==> config.mk <==
export PLATFORM = sky130hd
export DESIGN_NAME = reg_access_ctrl_flat
export DESIGN_NICKNAME = d
export VERILOG_FILES = /design/src/rtl/reg_access_pkg.sv /design/src/rtl/reg_access_ctrl_if.sv /design/src/rtl/reg_cmd_fifo.sv /design/src/rtl/reg_access_ctrl.sv /design/src/flat_wrapper.sv
export SDC_FILE = /design/constraint.sdc
export NUM_CORES = 1
export LEC_CHECK = 0
export ABC_AREA = 1
export CORE_ASPECT_RATIO = 0.5
export CORE_MARGIN = 2
export CORE_UTILIZATION = 30
export DETAILED_ROUTE_END_ITERATION = 10
export GPL_TIMING_DRIVEN = 0
export HOLD_SLACK_MARGIN = 0.12
export PLACE_DENSITY = 0.61
export SLEW_MARGIN = 30
export SYNTH_ARGS = -nofsm -noshare
export SYNTH_HDL_FRONTEND = slang
export SYNTH_SLANG_ARGS = --single-unit
==> constraint.sdc <==
create_clock -name clk -period 1.8 [get_ports clk]
set_clock_uncertainty 0.05 [all_clocks]
set_input_delay 0.36 -clock clk [delete_from_list [all_inputs] [get_ports clk]]
set_output_delay 0.36 -clock clk [all_outputs]
set_load 0.05 [all_outputs]
==> src/rtl/reg_access_pkg.sv <==
// rtl/reg_access_pkg.sv - shared types for the storage register command sequencer
package reg_access_pkg;

    localparam int ST_DW = 16;

    localparam logic OP_READ  = 1'b0;
    localparam logic OP_WRITE = 1'b1;

    typedef enum logic [2:0] {
        IDLE,
        WRITE,
        RD_ISSUE,
        RD_CAPTURE,
        RESP
    } state_t;

    typedef struct packed {
        logic             op;
        logic [ST_DW-1:0] data;
    } cmd_t;

endpackage

==> src/rtl/reg_access_ctrl_if.sv <==
// rtl/reg_access_ctrl_if.sv - host command and response handshake channels
interface reg_access_ctrl_if #(
    parameter int DW = 16
);
    logic          cmd_valid;
    logic          cmd_ready;
    logic          cmd_write;
    logic [DW-1:0] cmd_wdata;
    logic          rsp_valid;
    logic          rsp_ready;
    logic [DW-1:0] rsp_data;

    modport master (
        output cmd_valid, cmd_write, cmd_wdata, rsp_ready,
        input  cmd_ready, rsp_valid, rsp_data
    );

    modport slave (
        input  cmd_valid, cmd_write, cmd_wdata, rsp_ready,
        output cmd_ready, rsp_valid, rsp_data
    );
endinterface

==> src/rtl/reg_cmd_fifo.sv <==
// rtl/reg_cmd_fifo.sv - synchronous command FIFO with wrap-bit full/empty detection
module reg_cmd_fifo
    import reg_access_pkg::*;
#(
    parameter int DEPTH = 4
) (
    input  logic clk,
    input  logic reset,
    input  logic push,
    input  cmd_t push_data,
    input  logic pop,
    output cmd_t head,
    output logic full,
    output logic empty
);
    localparam int AW = $clog2(DEPTH);

    cmd_t          mem [DEPTH];
    logic [AW:0]   wr_ptr;
    logic [AW:0]   rd_ptr;

    // Pointers share low bits when full or empty; the extra top bit tells them apart.
    assign empty = (wr_ptr == rd_ptr);
    assign full  = (wr_ptr[AW] != rd_ptr[AW]) && (wr_ptr[AW-1:0] == rd_ptr[AW-1:0]);
    assign head  = mem[rd_ptr[AW-1:0]];

    // Pointer advance; pushes while full and pops while empty are ignored.
    always_ff @(posedge clk) begin
        if (reset) begin
            wr_ptr <= '0;
            rd_ptr <= '0;
        end else begin
            if (push && !full) begin
                wr_ptr <= wr_ptr + (AW+1)'(1);
            end
            if (pop && !empty) begin
                rd_ptr <= rd_ptr + (AW+1)'(1);
            end
        end
    end

    // Entry storage; contents need no reset because the pointers gate visibility.
    always_ff @(posedge clk) begin
        if (push && !full) begin
            mem[wr_ptr[AW-1:0]] <= push_data;
        end
    end
endmodule

==> src/rtl/reg_access_ctrl.sv <==
// rtl/reg_access_ctrl.sv - sequences host commands onto the 16-bit storage register
module reg_access_ctrl
    import reg_access_pkg::*;
#(
    parameter int DEPTH = 4,
    parameter int DW    = ST_DW
) (
    input  logic                    clk,
    input  logic                    reset,
    reg_access_ctrl_if.slave        host,
    output logic [DW-1:0]           st_in,
    output logic                    st_read_write,
    input  logic [DW-1:0]           st_out,
    output logic                    busy,
    output logic [15:0]             wr_count,
    output logic [15:0]             rd_count
);
    state_t        state;
    state_t        next_state;
    cmd_t          push_data;
    cmd_t          head;
    logic          full;
    logic          empty;
    logic          pop;
    logic [DW-1:0] st_in_q;
    logic [DW-1:0] rsp_data_q;
    logic [15:0]   wr_count_q;
    logic [15:0]   rd_count_q;

    assign push_data.op   = host.cmd_write;
    assign push_data.data = host.cmd_wdata;
    assign pop            = (state == IDLE) && !empty;

    reg_cmd_fifo #(.DEPTH(DEPTH)) u_fifo (
        .clk       (clk),
        .reset     (reset),
        .push      (host.cmd_valid),
        .push_data (push_data),
        .pop       (pop),
        .head      (head),
        .full      (full),
        .empty     (empty)
    );

    assign host.cmd_ready = !full;
    assign host.rsp_data  = rsp_data_q;
    assign st_in          = st_in_q;
    assign busy           = (state != IDLE) || !empty;
    assign wr_count       = wr_count_q;
    assign rd_count       = rd_count_q;

    // State register.
    always_ff @(posedge clk) begin
        if (reset) begin
            state <= IDLE;
        end else begin
            state <= next_state;
        end
    end

    // Next state and state-decoded storage/response strobes.
    always_comb begin
        next_state     = state;
        st_read_write  = 1'b0;
        host.rsp_valid = 1'b0;
        case (state)
            IDLE: begin
                if (!empty) begin
                    next_state = (head.op == OP_READ) ? RD_ISSUE : WRITE;
                end
            end
            WRITE: begin
                st_read_write = 1'b1;
                next_state    = IDLE;
            end
            RD_ISSUE:   next_state = RD_CAPTURE;
            RD_CAPTURE: next_state = RESP;
            RESP: begin
                host.rsp_valid = 1'b1;
                if (host.rsp_ready) begin
                    next_state = IDLE;
                end
            end
            default: next_state = IDLE;
        endcase
    end

    // Write data is latched at pop so it is already stable for the whole WRITE cycle.
    always_ff @(posedge clk) begin
        if (reset) begin
            st_in_q    <= '0;
            rsp_data_q <= '0;
            wr_count_q <= '0;
            rd_count_q <= '0;
        end else begin
            if (pop && head.op == OP_WRITE) begin
                st_in_q <= head.data;
            end
            if (state == RD_CAPTURE) begin
                rsp_data_q <= st_out;
            end
            if (state == WRITE) begin
                wr_count_q <= wr_count_q + 16'd1;
            end
            if (state == RESP && host.rsp_ready) begin
                rd_count_q <= rd_count_q + 16'd1;
            end
        end
    end
endmodule

==> src/flat_wrapper.sv <==
// flat-port wrapper written by rule: the top's interface ports become plain ports
module reg_access_ctrl_flat import reg_access_pkg::*;
#(
    parameter int DEPTH = 4,
    parameter int DW    = ST_DW
)
  (clk, reset, st_in, st_read_write, st_out, busy, wr_count, rd_count, host_cmd_valid, host_cmd_write, host_cmd_wdata, host_rsp_ready, host_cmd_ready, host_rsp_valid, host_rsp_data);
  reg_access_ctrl_if #(.DW(DW)) host_i ();
  input  logic clk;
  input  logic reset;
  output logic [DW-1:0] st_in;
  output logic st_read_write;
  input  logic [DW-1:0] st_out;
  output logic busy;
  output logic [15:0] wr_count;
  output logic [15:0] rd_count;
  input wire logic [$bits(host_i.cmd_valid)-1:0] host_cmd_valid;
  input wire logic [$bits(host_i.cmd_write)-1:0] host_cmd_write;
  input wire logic [$bits(host_i.cmd_wdata)-1:0] host_cmd_wdata;
  input wire logic [$bits(host_i.rsp_ready)-1:0] host_rsp_ready;
  output wire logic [$bits(host_i.cmd_ready)-1:0] host_cmd_ready;
  output wire logic [$bits(host_i.rsp_valid)-1:0] host_rsp_valid;
  output wire logic [$bits(host_i.rsp_data)-1:0] host_rsp_data;
  assign host_i.cmd_valid = host_cmd_valid;
  assign host_i.cmd_write = host_cmd_write;
  assign host_i.cmd_wdata = host_cmd_wdata;
  assign host_i.rsp_ready = host_rsp_ready;
  assign host_cmd_ready = host_i.cmd_ready;
  assign host_rsp_valid = host_i.rsp_valid;
  assign host_rsp_data = host_i.rsp_data;
  reg_access_ctrl #(.DEPTH(DEPTH), .DW(DW)) u_core (.clk(clk), .reset(reset), .host(host_i), .st_in(st_in), .st_read_write(st_read_write), .st_out(st_out), .busy(busy), .wr_count(wr_count), .rd_count(rd_count));
endmodule
# After elaboration in Yosys (flattened, before gate mapping)
# Memories as Yosys holds them, arrays and structs flattened. A register that Yosys moved wholly into a read port is not among the register bits.
# Cells that the tools add are included.
# totals
n_memories	1
wordCells	43
mem_bits_rw	68
regBits	73
inputBits	37
# mem_list
name	words	word_bits	rd	rd_clocked_by_memory_dff	wr	line	rtl
u_core.u_fifo.mem	4	17	1	1	1	reg_cmd_fifo.sv:18	cmd_t mem [DEPTH];
# classes
muxes	10
addsub	4
reduce_logical	12
n_eq_ne	9
# op_table
cell	n
$add A16 B1 Y16 const B	2
$pmux W3 S4	1
$add A3 B1 Y3 const B	2
$eq A3 B2 Y1 const B	2
$logic_and A1 B1 Y1	6
$mux W2	3
$mux W3	2
$mux W1	4
$ne A2 B2 Y1 const B	2
$eq A3 B1 Y1 const B	1
$eq A3 B3 Y1	1
$eq A3 B3 Y1 const B	1
$logic_not A3 Y1	1
$reduce_bool A3 Y1	1
$eq A2 B2 Y1	1
$logic_not A1 Y1	2
$reduce_and A2 Y1	1
$logic_or A1 B1 Y1	1
$ne A1 B1 Y1	1

# Depth between registers and ports, before layout
# Gate-level depths: netlist of run 1.
# logic_depth
word_depth	6
ltp_mapped	11

# Modules after synthesis
# Synthesis of run 1 repeated with hierarchy kept, for this count alone.
# hier_totals
hier_cells	659
area_unflattened_um2	6005.8
# modules_own_cells
module	seq_area_each_um2	cells_each	area_per_inst_um2	n_inst
reg_cmd_fifo	2202.1	240	3040.4	1
reg_access_ctrl	1341.3	419	2965.3	1

# Least setup slack after synthesis of run 1
# Ideal clock, no wire load.
# synth_timing
path_kind	register to register
startpoint	reg u_core.u_fifo.wr_ptr[2]
endpoint	mem u_core.u_fifo.mem[0][0] (netlist bit), enable pin
required_time_ns	1.359
stages_incl_launch_ff	6
arrival_ns	2.056
path_slack_ns	-0.697
setup_ns	0.391
path_buffers	0
synth_period_minus_slack_ns	2.497
cell_sequence	dfxtp_1 -> xnor2_1 -> inv_1 -> nand3_1 -> nand2_1 -> nor2_1
# synth_between
elab_chain_len	6
# synth_rtl
item	line	rtl
start: declaration	reg_cmd_fifo.sv:19	logic [AW:0] wr_ptr;
start signal: assignment	reg_cmd_fifo.sv:34	wr_ptr <= wr_ptr + (AW+1)'(1);
$ne A1 B1 Y1	reg_cmd_fifo.sv:24	assign full = (wr_ptr[AW] != rd_ptr[AW]) && (wr_ptr[AW-1:0] == rd_ptr[AW-1:0]);
$logic_and A1 B1 Y1	reg_cmd_fifo.sv:24	
$logic_not A1 Y1	n/a	
named net host_cmd_ready	flat_wrapper.sv:21	output wire logic [$bits(host_i.cmd_ready)-1:0] host_cmd_ready;
$logic_and A1 B1 Y1	reg_cmd_fifo.sv:44	if (push && !full) begin
$mux W1	reg_cmd_fifo.sv:44	
$mux W1 (implied by the code)	reg_cmd_fifo.sv:45	mem[wr_ptr[AW-1:0]] <= push_data;
end: declaration	reg_cmd_fifo.sv:18	
# The timed path passes the listed nets, and every way through them passes these cells.

# Worst setup path in the final report of run 1
# layout_timing
startpoint	reg u_core.state[2]
endpoint	out busy
# layout_between
elab_chain_len	2
# layout_rtl
item	line	rtl
start: declaration	reg_access_ctrl.sv:18	state_t state;
start signal: assignment	reg_access_ctrl.sv:57	state <= next_state;
$reduce_bool A3 Y1	reg_access_ctrl.sv:48	assign busy = (state != IDLE) || !empty;
$logic_or A1 B1 Y1	reg_access_ctrl.sv:48	
end: declaration	flat_wrapper.sv:14	output logic busy;
# No other way between the ends.

==> reports/qor.txt, run 1 <==
Post-route ant nets: 0
Crit path max-delay family: flip-flops
Clock Sinks: 143
Dominant synthesized flop cell: dfxtp_1
Max-Cap Viols: 0
FMAX: 0.557 GHz
Hold Path Depth: 2
Buffers on Ports: 104
Longest Clk Path Bufs: 2
Hold buffers post-CTS: 0
Worst-Margin Slew: 0.655 ns
Initial Util: 30.5%
Worst setup SP type: flip-flop
Core Util, Final: 41.2%
Drt first-iter violations: 154
RSZ-0062 raised after global routing: true
Ys async rst share: 0%
Crit-path max cell delay: 0.35 ns
Netlist cell types: 40
Cell Pwr Density: 1420 nW/µm²
Row Count: 36
Critical path capture point type: output pin
Area Overhead vs Synth: 35.1%
Overflow after GRT: 0
CP Data Arrival Time: 1.39 ns
Drt wl/cell: 14.0 µm
Avg Vias per Cell: 4.48
Ys Warns: 0
Min-delay src: u_core.wr_count[14]
R2r setup slk: 0.17 ns
Register area share after synthesis: 59.8%
R2R cell count: 8
Most frequent cells in the layout: 149 x nor2_1, 99 x nand2_1, 68 x edfxtp_1
Number of synthesized flops with an enable pin: 68
Synthesized cell area: 5920 µm²
Top post-synthesis cells by area: edfxtp_1 34%, dfxtp_1 25%, nor2_1 9.8%
Nets: 821
Worst path bufs/invs: 2
Tmin final: 1.80 ns
1st-pass router iterations: 4
CTS root buffer: clkbuf_16
Syn Inst Count: 648
Sequential share of power: 36.3%
H-tree depth: 4
Core box area: 19400 µm²
Vias in the first global route: 4691
Fillers: 1966
N_diodes: 0
Syn nets: 692
Num CTS Buffers: 17
Internal power: 0.00715 W
Die Span X: 203 µm
Final Hold Viols: 0
CP Data Required Time: 1.39 ns
Net Sw Frac: 37.0%
Kind of critical path: flip-flop to output pin
R2r endpoint: u_core.st_in[11]
Synthesized area per cell: 9.14 µm²
Hold endpoint: u_core.wr_count[14]
Total wire length: 14800 µm
Clk_lat worst skew: 0.42 ns
Total GRT Usage: 15.0%
I/O pins: 105
Relative slew slack: 56.4%
Synth area leader: edfxtp_1
#FFs+latches synth: 143
Share of layout cells above drive strength 1: 13.9%
Dpl hpwl: 10200 µm
Die Ht: 103 µm
Largest net degree at the start of global routing: 18
Peak fanout along the critical path: 4
Final setup viols: 0
Maximum VDD drop: 0.000565 V
Top-area cell type share of the netlist area: 34.5%
Clock power share: 31.5%
Worst-path cell chain: nor2_2 > nand2_1 > inv_2 > nand4_1 > buf_6
CTS tree: yes
Critical Path Slowest Stage Cell: dfxtp_2
Status: finished, final reports clean
Die Area: 20900 µm²
Worst-path clk slew: 0.06 ns
Leading cell type in the layout, fill and taps excluded: nor2_1
Via count: 4730
Final Cycle Share: 99.8%
DRC violations left: 0
Gpl congestion: 0.826
Switching Power: 0.00421 W
Worst hold slack: 0.445 ns
Pins Over Slew Limit: 0
First-pass GRT wire length: 23700 µm
P_leak: 3.25 nW
Initial antenna violation count: 0
Comb pwr share: 32.3%
Class of the worst hold path: flip-flop to flip-flop
-- metrics by stage --
step	std cells	instance area [µm²]	total power (W)	setup slack, ns	setup TNS, ns
after floorplan	648	5970	0.00668	0.000423	0
after global placement	1018	7340	0.00783	-0.273	-17.02
after detailed placement	1018	7340	0.00790	-0.275	-19.07
after CTS	1055	8000	0.0114	-0.0655	-0.0658
after global routing	1056	8000	0.0120	-0.0901	-0.0901
final	1056	8000	0.0114	0.00438	0
-- cell type report --
class | count | area, µm² | share of cell area (%)
Sequential cell | 143 | 3560 | 44.4
Timing Repair Buffer | 110 | 1040 | 12.9
Inverter | 63 | 243 | 3.03
Clock inverter | 13 | 164 | 2.05
Tap cell | 266 | 333 | 4.16
Clock buffer | 19 | 433 | 5.41
Multi-Input combinational cell | 420 | 2110 | 26.4
Buffer | 22 | 124 | 1.55
-- sequential cells by signal, indices dropped and copies added, names as in the netlist, named ones only --
register              count
u_core.u_fifo.mem        68
u_core.host.rsp_data     16
u_core.rd_count          16
u_core.st_in             16
u_core.wr_count          16
u_core.state              3
u_core.u_fifo.rd_ptr      3
u_core.u_fifo.wr_ptr      3
-- synthesized netlist by cell type (all sizes together), types with 13 or more instances --
cell type	instances
nand3	19
inv	61
o21ai	64
edfxtp	68
nor2	161
a21oi	20
clkbuf	13
o22ai	16
nand2	102
dfxtp	75
-- power by group through the flow --
stage          combinational, W  sequential, W  clock, W
2_1_floorplan           0.00168        0.00500         0
3_3_place_gp            0.00369        0.00414         0
3_5_place_dp            0.00374        0.00416         0
4_1_cts                 0.00365        0.00409   0.00367
5_1_grt                 0.00403        0.00417   0.00382
6_report                0.00367        0.00412   0.00357
-- timing repair --
item                       4_1_cts  5_1_grt
resized for setup              116       40
pin swaps                        5        1
setup buffers                    5        1
setup endpoints to repair      136       36
-- worst reg2reg max path: stages, from the launching register on --
cell,delay [ns]
dfxtp_1,0.54
inv_1,0.25
nand2_2,0.14
o21ai_4,0.09
nand3_4,0.14
buf_6,0.16
nand2_1,0.06
nand2_1,0.05
nor2_1,0.05
-- kinds of logic after synthesis --
logic type	synth area share, %
DFF	59.8
buffers and inverters	6.11
adders and majority gates	1.48
and+or+nand+nor	22.0
xor gates and xnor gates	1.04
AOI/OAI and AO/OA	9.53
-- layer usage --
metal / up-vias / global-route usage [%] / part of all wire, %
met5: - / 0 / 0
met4: 0 / 6.63 / 1.9
li1: 2400 / - / -
met2: 78 / 25.8 / 47
met3: 19 / 3.79 / 4.2
met1: 2233 / 18.1 / 47
-- worst max-delay path by stage --
| stage | startpoint | end | slack, ns | depth (start not counted) |
|---|---|---|---|---|
| finish | u_core.state[2] | busy | 0.004 | 5 |
| global route | u_core.state[2] | busy | -0.09 | 5 |
| CTS | u_core.u_fifo.wr_ptr[0] | busy | -0.07 | 3 |
| detailed placement | u_core.state[1] | busy | -0.28 | 5 |
| global placement | u_core.u_fifo.wr_ptr[0] | busy | -0.27 | 3 |
| floorplan | u_core.rd_count[0] | u_core.rd_count[10] | 0.0004 | 8 |
(Power assumes the default switching activity.)
==> run 2, diff against run 1 <==
--- a/config.mk
+++ b/config.mk
@@ -9,6 +9,7 @@
 export CORE_ASPECT_RATIO = 0.5
 export CORE_MARGIN = 2
 export CORE_UTILIZATION = 30
+export CTS_BUF_LIST = sky130_fd_sc_hd__clkbuf_2
 export DETAILED_ROUTE_END_ITERATION = 10
 export GPL_TIMING_DRIVEN = 0
 export HOLD_SLACK_MARGIN = 0.12
@@ -16,4 +17,5 @@
 export SLEW_MARGIN = 30
 export SYNTH_ARGS = -nofsm -noshare
 export SYNTH_HDL_FRONTEND = slang
+export SYNTH_HIERARCHICAL = 1
 export SYNTH_SLANG_ARGS = --single-unit
==> run 2 against run 1 <==
The flow now finishes with violations (negative setup slack). Final cell count grew 5.0%. Wire length grew 4.7%. Flip-flop and latch count is the same. Global-route usage shrank 0.28 points. Maximum frequency shrank 13%. Combinational power shrank 7.1%. Sequential power shrank 5.1%. Area after synthesis grew 1.4%. Die area grew 1.4%.
==> reports/qor.txt, run 2 <==
Tmin final: 2.06 ns (was 1.80 ns)
Peak fanout along the critical path: 4 (unchanged)
Worst-path cell chain: inv_4 > nand2_4 > nand2_4 > nand3_4 > inv_4 > nand3_4 > buf_8 (was nor2_2 > nand2_1 > inv_2 > nand4_1 > buf_6)
Most frequent cells in the layout: 128 x nor2_1, 99 x buf_4, 94 x nand2_1 (was 149 x nor2_1, 99 x nand2_1, 68 x edfxtp_1)
Syn nets: 703 (was 692)
Pins Over Slew Limit: 0 (unchanged)
Class of the worst hold path: input port to flip-flop (was flip-flop to flip-flop)
Netlist cell types: 33 (was 40)
Top-area cell type share of the netlist area: 34.0% (was 34.5%)
Final Cycle Share: 114% (was 99.8%)
P_leak: 3.16 nW (was 3.25 nW)
Failing checks: negative setup slack
FMAX: 0.486 GHz (was 0.557 GHz)
Dominant synthesized flop cell: dfxtp_1 (unchanged)
Worst-Margin Slew: 0.606 ns (was 0.655 ns)
Worst hold slack: 0.235 ns (was 0.445 ns)
CP Data Arrival Time: 1.65 ns (was 1.39 ns)
Overflow after GRT: 0 (unchanged)
Relative slew slack: 59.6% (was 56.4%)
Max FFs per register: 68 (unchanged)
CTS tree: yes (unchanged)
CTS root buffer: clkbuf_2 (was clkbuf_16)
Maximum VDD drop: 0.000372 V (was 0.000565 V)
Number of synthesized flops with an enable pin: 68 (unchanged)
Critical path capture point type: output pin (unchanged)
Final Hold Viols: 0 (unchanged)
Clk_lat worst skew: 0.67 ns (was 0.42 ns)
Vias in the first global route: 4834 (was 4691)
Synthesized cell area: 6010 µm² (was 5920 µm²)
CP Data Required Time: 1.39 ns (about the same)
Hold buffers post-CTS: 0 (unchanged)
Ys Warns: 6 (was 0)
Die Ht: 104 µm (was 103 µm)
Clock Sinks: 143 (unchanged)
Synthesized area per cell: 9.11 µm² (was 9.14 µm²)
I/O pins: 105 (unchanged)
Gpl congestion: 0.787 (was 0.826)
Syn Inst Count: 659 (was 648)
Final WS setup: -0.259 ns (was 0.00438 ns)
Synth area leader: edfxtp_1 (unchanged)
Worst path bufs/invs: 3 (was 2)
Die Span X: 204 µm (was 203 µm)
Worst setup SP type: flip-flop (unchanged)
H-tree depth: 4 (unchanged)
Critical Path Slowest Stage Cell: dfxtp_4 (was dfxtp_2)
Crit path max-delay family: flip-flops (unchanged)
RSZ-0062 raised after global routing: true (unchanged)
Row Count: 36 (unchanged)
Kind of critical path: flip-flop to output pin (unchanged)
Via count: 5011 (was 4730)
N_diodes: 0 (unchanged)
Initial antenna violation count: 0 (unchanged)
Count leader, synth: nor2_1 (unchanged)
Nets: 875 (was 821)
Post-route ant nets: 0 (unchanged)
Share of layout cells above drive strength 1: 29.3% (was 13.9%)
Top post-synthesis cells by area: edfxtp_1 34%, dfxtp_1 25%, nor2_1 8.2% (was edfxtp_1 34%, dfxtp_1 25%, nor2_1 9.8%)
Fillers: 1921 (was 1966)
Setup TNS: -0.897 ns (was 0 ns)
Drt wl/cell: 13.9 µm (was 14.0 µm)
Total GRT Usage: 14.7% (was 15.0%)
DRC violations left: 0 (unchanged)
Register area share after synthesis: 59.0% (was 59.8%)
Num CTS Buffers: 17 (unchanged)
Core box area: 19500 µm² (was 19400 µm²)
Crit-path max cell delay: 0.42 ns (was 0.35 ns)
Drt first-iter violations: 291 (was 154)
Largest net degree at the start of global routing: 18 (unchanged)
Total wire length: 15400 µm (was 14800 µm)
Cell Pwr Density: 1130 nW/µm² (was 1420 nW/µm²)
Initial Util: 30.7% (was 30.5%)
First-pass GRT wire length: 24600 µm (was 23700 µm)
Longest Clk Path Bufs: 2 (unchanged)
Post-synth top cells: 131 x nor2_1, 96 x nand2_1, 75 x dfxtp_1, 68 x edfxtp_1, 54 x inv_1 (was 154 x nor2_1, 100 x nand2_1, 75 x dfxtp_1, 68 x edfxtp_1, 61 x o21ai_0)
Dpl hpwl: 10300 µm (was 10200 µm)
#FFs+latches synth: 143 (unchanged)
Buffers on Ports: 104 (unchanged)
Status: complete, but fails checks (was finished, final reports clean)
Final setup viols: 4 (was 0)
Avg Vias per Cell: 4.52 (was 4.48)
Worst-path clk slew: 0.25 ns (was 0.06 ns)
Leading cell type in the layout, fill and taps excluded: nor2_1 (unchanged)
Max-Cap Viols: 0 (unchanged)
Ys async rst share: 0% (unchanged)
1st-pass router iterations: 5 (was 4)
Die Area: 21200 µm² (was 20900 µm²)
Area Overhead vs Synth: 34.6% (was 35.1%)
==> run 2: area by class of cell <==
class	count	area (µm²)	share of cell area (%)
Timing Repair Buffer	154	1340	16.6
Clock inverter	13	126	1.56
Sequential cell	143	3640	45.1
Buffer	22	151	1.87
Tap cell	266	333	4.12
Inverter	59	235	2.91
Multi-Input combinational cell	434	2160	26.8
Clock buffer	18	90.1	1.11
==> run 2: metal layers <==
metal	wire length (µm)	GRT usage (%)	part of all wire [%]
met1	6890	17.8	45
met2	7780	26.2	50
met5	0	0	0
met3	653	3.35	4.2
met4	123	3.88	0.80
==> run 2: worst paths after layout <==
check                                             start                  endpoint  slack [ns]  cells past startpoint
worst max-delay path            u_core/u_fifo/wr_ptr[1]                      busy       -0.26                      7
worst min register to register       u_core/wr_count[3]        u_core/wr_count[3]        0.42                      1
worst min-delay path                     host_cmd_write  u_core/u_fifo/mem[1][16]        0.24                      1
worst max register to register  u_core/u_fifo/rd_ptr[2]   u_core/u_fifo/rd_ptr[2]        0.05                     14
==> run 2: power breakdown <==
part / total, W / internal [W] / switching (W) / leakage, nW
sequential: 0.00391 / 0.00372 / 0.000190 / 1.26
clock: 0.00180 / 0.000527 / 0.00127 / 0.127
combinational: 0.00341 / 0.00125 / 0.00216 / 1.77
total: 0.00912 / 0.00550 / 0.00362 / 3.16
==> run 2: per-stage QoR <==
step	cell area [µm²]	utilization, %	setup slack [ns]	instances	power (W)
after global placement	7380	37.7	-1.03	1029	0.00699
after CTS	7820	40.0	-0.358	1086	0.00907
final	8080	41.3	-0.259	1109	0.00912
after detailed placement	7410	37.9	-0.490	1030	0.00705
after floorplan	6010	-	-0.171	659	0.00604
after global routing	8080	41.3	-0.403	1109	0.00964
==> run 2: cells by family after synthesis <==
kind of cell | count (synthesis) | share of synthesized area (%)
xor gates and xnor gates | 3 | 0.438
DFF | 143 | 59.0
buffers and inverters | 82 | 6.04
AOI/OAI and AO/OA | 115 | 10.0
adders and majority gates | 7 | 1.46
and+or+nand+nor | 309 | 23.0
==> run 2: repair_timing <==
action                                  in CTS  in global routing
endpoints found under the setup margin     155                 53
resized for setup                          473                 37
buffers inserted                            26                 23
pin swaps                                    9                  6
==> run 3, diff against run 2 <==
--- a/config.mk
+++ b/config.mk
@@ -7,7 +7,6 @@
 export LEC_CHECK = 0
 export ABC_AREA = 1
 export CORE_ASPECT_RATIO = 0.5
-export CORE_MARGIN = 2
 export CORE_UTILIZATION = 30
 export CTS_BUF_LIST = sky130_fd_sc_hd__clkbuf_2
 export DETAILED_ROUTE_END_ITERATION = 10
==> run 3 against run 2 <==
Die area decreased by 2.9%. The run still ends with negative setup slack left. Sequential share of layout area decreased by 0.67 points. Cell area is 2.7% higher. Setup slack lost 0.047 ns. Clock power rose by 2%. Combinational power decreased by 3%. Maximum frequency decreased by 2.2%. Register-to-register slack better by 0.04 ns. Sequential power increased by 1%. Worst hold slack worse by 0.0033 ns. Critical endpoint unchanged. Critical path type unchanged. Power is 0.30% lower.
==> reports/qor.txt, run 3 (synthesis gave the netlist of run 2 again) <==
Critical path capture point type: output pin (unchanged)
Post-route ant nets: 0 (unchanged)
Row Count: 36 (unchanged)
R2r endpoint: u_core/st_in[6] (was u_core/u_fifo/rd_ptr[2])
1st-pass router iterations: 4 (was 5)
Worst hold slack: 0.232 ns (was 0.235 ns)
Cell Pwr Density: 1100 nW/µm² (was 1130 nW/µm²)
Nets: 883 (was 875)
Largest net degree at the start of global routing: 18 (unchanged)
Total wire length: 15100 µm (was 15400 µm)
Area of the multi-input gates: 2150 µm² (was 2160 µm²)
Class of the worst hold path: input port to flip-flop (unchanged)
Worst setup SP type: flip-flop (unchanged)
Placed cell count: 1031 (was 1030)
Relative slew slack: 57.8% (was 59.6%)
DRC violations left: 0 (unchanged)
Dpl hpwl: 10200 µm (was 10300 µm)
Critical Path Slowest Stage Cell: dfxtp_4 (unchanged)
Maximum VDD drop: 0.000415 V (was 0.000372 V)
Fillers: 1881 (was 1921)
Sequential cell area: 3690 µm² (was 3640 µm²)
Share of layout cells above drive strength 1: 31.8% (was 29.3%)
Peak fanout along the critical path: 4 (unchanged)
R2R cell count: 9 (was 14)
Vias in the first global route: 4606 (was 4834)
R2r setup slk: 0.09 ns (was 0.05 ns)
Final Cycle Share: 117% (was 114%)
Final Hold Viols: 0 (unchanged)
RSZ-0062 raised after global routing: true (unchanged)
Final WS setup: -0.305 ns (was -0.259 ns)
Crit-path max cell delay: 0.41 ns (was 0.42 ns)
Max-Cap Viols: 0 (unchanged)
Leading cell type in the layout, fill and taps excluded: nor2_1 (unchanged)
Kind of critical path: flip-flop to output pin (unchanged)
Min-delay src: host_cmd_wdata[6] (was host_cmd_write)
Die Area: 20600 µm² (was 21200 µm²)
Buffers on Ports: 104 (unchanged)
Drt wl/cell: 13.5 µm (was 13.9 µm)
Via count: 5089 (was 5011)
Failing checks: negative setup slack (unchanged)
H-tree depth: 4 (unchanged)
Clk_lat worst skew: 0.69 ns (was 0.67 ns)
First-pass GRT wire length: 23200 µm (was 24600 µm)
P_leak: 3.25 nW (was 3.16 nW)
Pins Over Slew Limit: 0 (unchanged)
Most frequent cells in the layout: 128 x nor2_1, 95 x nand2_1, 90 x buf_4 (was 128 x nor2_1, 99 x buf_4, 94 x nand2_1)
CP Data Required Time: 1.39 ns (about the same)
FMAX: 0.475 GHz (was 0.486 GHz)
CP Data Arrival Time: 1.70 ns (was 1.65 ns)
Final setup viols: 4 (unchanged)
Core box area: 19500 µm² (unchanged)
Setup TNS: -1.01 ns (was -0.897 ns)
Gpl congestion: 0.807 (was 0.787)
Placed Area: 7410 µm² (about the same)
Total GRT Usage: 14.5% (was 14.7%)
Drt first-iter violations: 255 (was 291)
Worst-path cell chain: inv_4 > nand2_2 > nand2_4 > nand3_4 > inv_4 > nand3_4 > buf_8 (was inv_4 > nand2_4 > nand2_4 > nand3_4 > inv_4 > nand3_4 > buf_8)
Hold Path Depth: 1 (unchanged)
Longest Clk Path Bufs: 2 (unchanged)
Die Span X: 202 µm (was 204 µm)
Initial antenna violation count: 1 (was 0)
Overflow after GRT: 0 (unchanged)
I/O pins: 105 (unchanged)
Max FFs per register: 68 (unchanged)
Non-Filler Instances: 1118 (was 1109)
Status: complete, but fails checks (unchanged)
Initial Util: 30.7% (unchanged)
Tmin final: 2.11 ns (was 2.06 ns)
CTS root buffer: clkbuf_2 (unchanged)
Die Ht: 102 µm (was 104 µm)
Num CTS Buffers: 17 (unchanged)
Design Area, Final: 8300 µm² (was 8080 µm²)
Clock Sinks: 143 (unchanged)
Avg Vias per Cell: 4.55 (was 4.52)
Worst-path clk slew: 0.25 ns (about the same)
Area Overhead vs Synth: 38.2% (was 34.6%)
CTS tree: yes (unchanged)
Worst-Margin Slew: 0.633 ns (was 0.606 ns)
Hold endpoint: u_core/u_fifo/mem[1][6] (was u_core/u_fifo/mem[1][16])
[run 3: cell types whose count changed in the layout (fill, tap and decap cells not counted), moves of 2 or more]
cell / change
dfxtp_1: -23
buf_6: +22
dfxtp_2: +17
buf_4: -9
clkbuf_4: -7
dfxtp_4: +6
buf_8: +5
buf_2: -4
inv_8: +4
dlygate4sd3_1: +3
inv_6: -3
buf_12: -2
inv_1: +2
inv_2: -2
[run 3: worst max-delay path by stage]
| stage | slack, ns | from | end |
|---|---|---|---|
| after floorplan | -0.17 | u_core/u_fifo/wr_ptr[0] | u_core/u_fifo/mem[0][0] |
| after global placement | -0.99 | host_cmd_valid | u_core/u_fifo/mem[0][9] |
| after detailed placement | -0.45 | host_cmd_valid | u_core/u_fifo/mem[3][7] |
| after CTS | -0.34 | u_core/u_fifo/wr_ptr[0] | busy |
| after global routing | -0.48 | u_core/u_fifo/wr_ptr[0] | busy |
| final | -0.31 | u_core/u_fifo/wr_ptr[1] | busy |
[run 3: layout make-up]
cell class / instances / area share [%]
sequential: 143 / 44.4
multi-input combinational: 434 / 25.9
timing repair buffer: 162 / 18.2
tap: 266 / 4.01
inverter: 59 / 2.83
buffer: 22 / 1.82
clock inverter: 14 / 1.76
clock buffer: 17 / 1.02
antenna: 1 / 0.0301
[run 3: metrics by stage]
| stage | total power (W) | setup slack, ns | util, % |
|---|---|---|---|
| finish | 0.00909 | -0.305 | 42.5 |
| global route | 0.00963 | -0.477 | 42.5 |
| CTS | 0.00902 | -0.338 | 39.7 |
| detailed placement | 0.00704 | -0.449 | 37.9 |
| global placement | 0.00698 | -0.994 | 37.7 |
| floorplan | 0.00604 | -0.171 | - |
[run 3: repair_timing]
item                       CTS  global route
hold endpoints to repair     0             6
setup buffers               23            30
gates resized for setup    455           141
hold buffers                 0             3
setup endpoints to repair  150           104
pin swaps                    6             6
[run 3: worst max-delay path, delay by kind of cell, from the launching register on]
family / cells / cell delay, ns
buffers and inverters: 3 / 0.30
AND/OR/NAND/NOR: 4 / 0.32
flip-flops: 1 / 0.41
[run 3: per-layer routing]
metal | share of wire, % | vias to the layer above | global-route usage, %
met5 | 0 | - | 0
li1 | - | 2575 | -
met4 | 1.6 | 0 | 5.90
met1 | 44 | 2376 | 17.5
met3 | 4.6 | 19 | 3.38
met2 | 50 | 119 | 25.2
[run 3: power by group]
group          internal [W]  switching (W)  total (W)
clock network      0.000549        0.00129    0.00184
registers           0.00375       0.000198    0.00395
logic               0.00119        0.00212    0.00331
total               0.00549        0.00361    0.00909
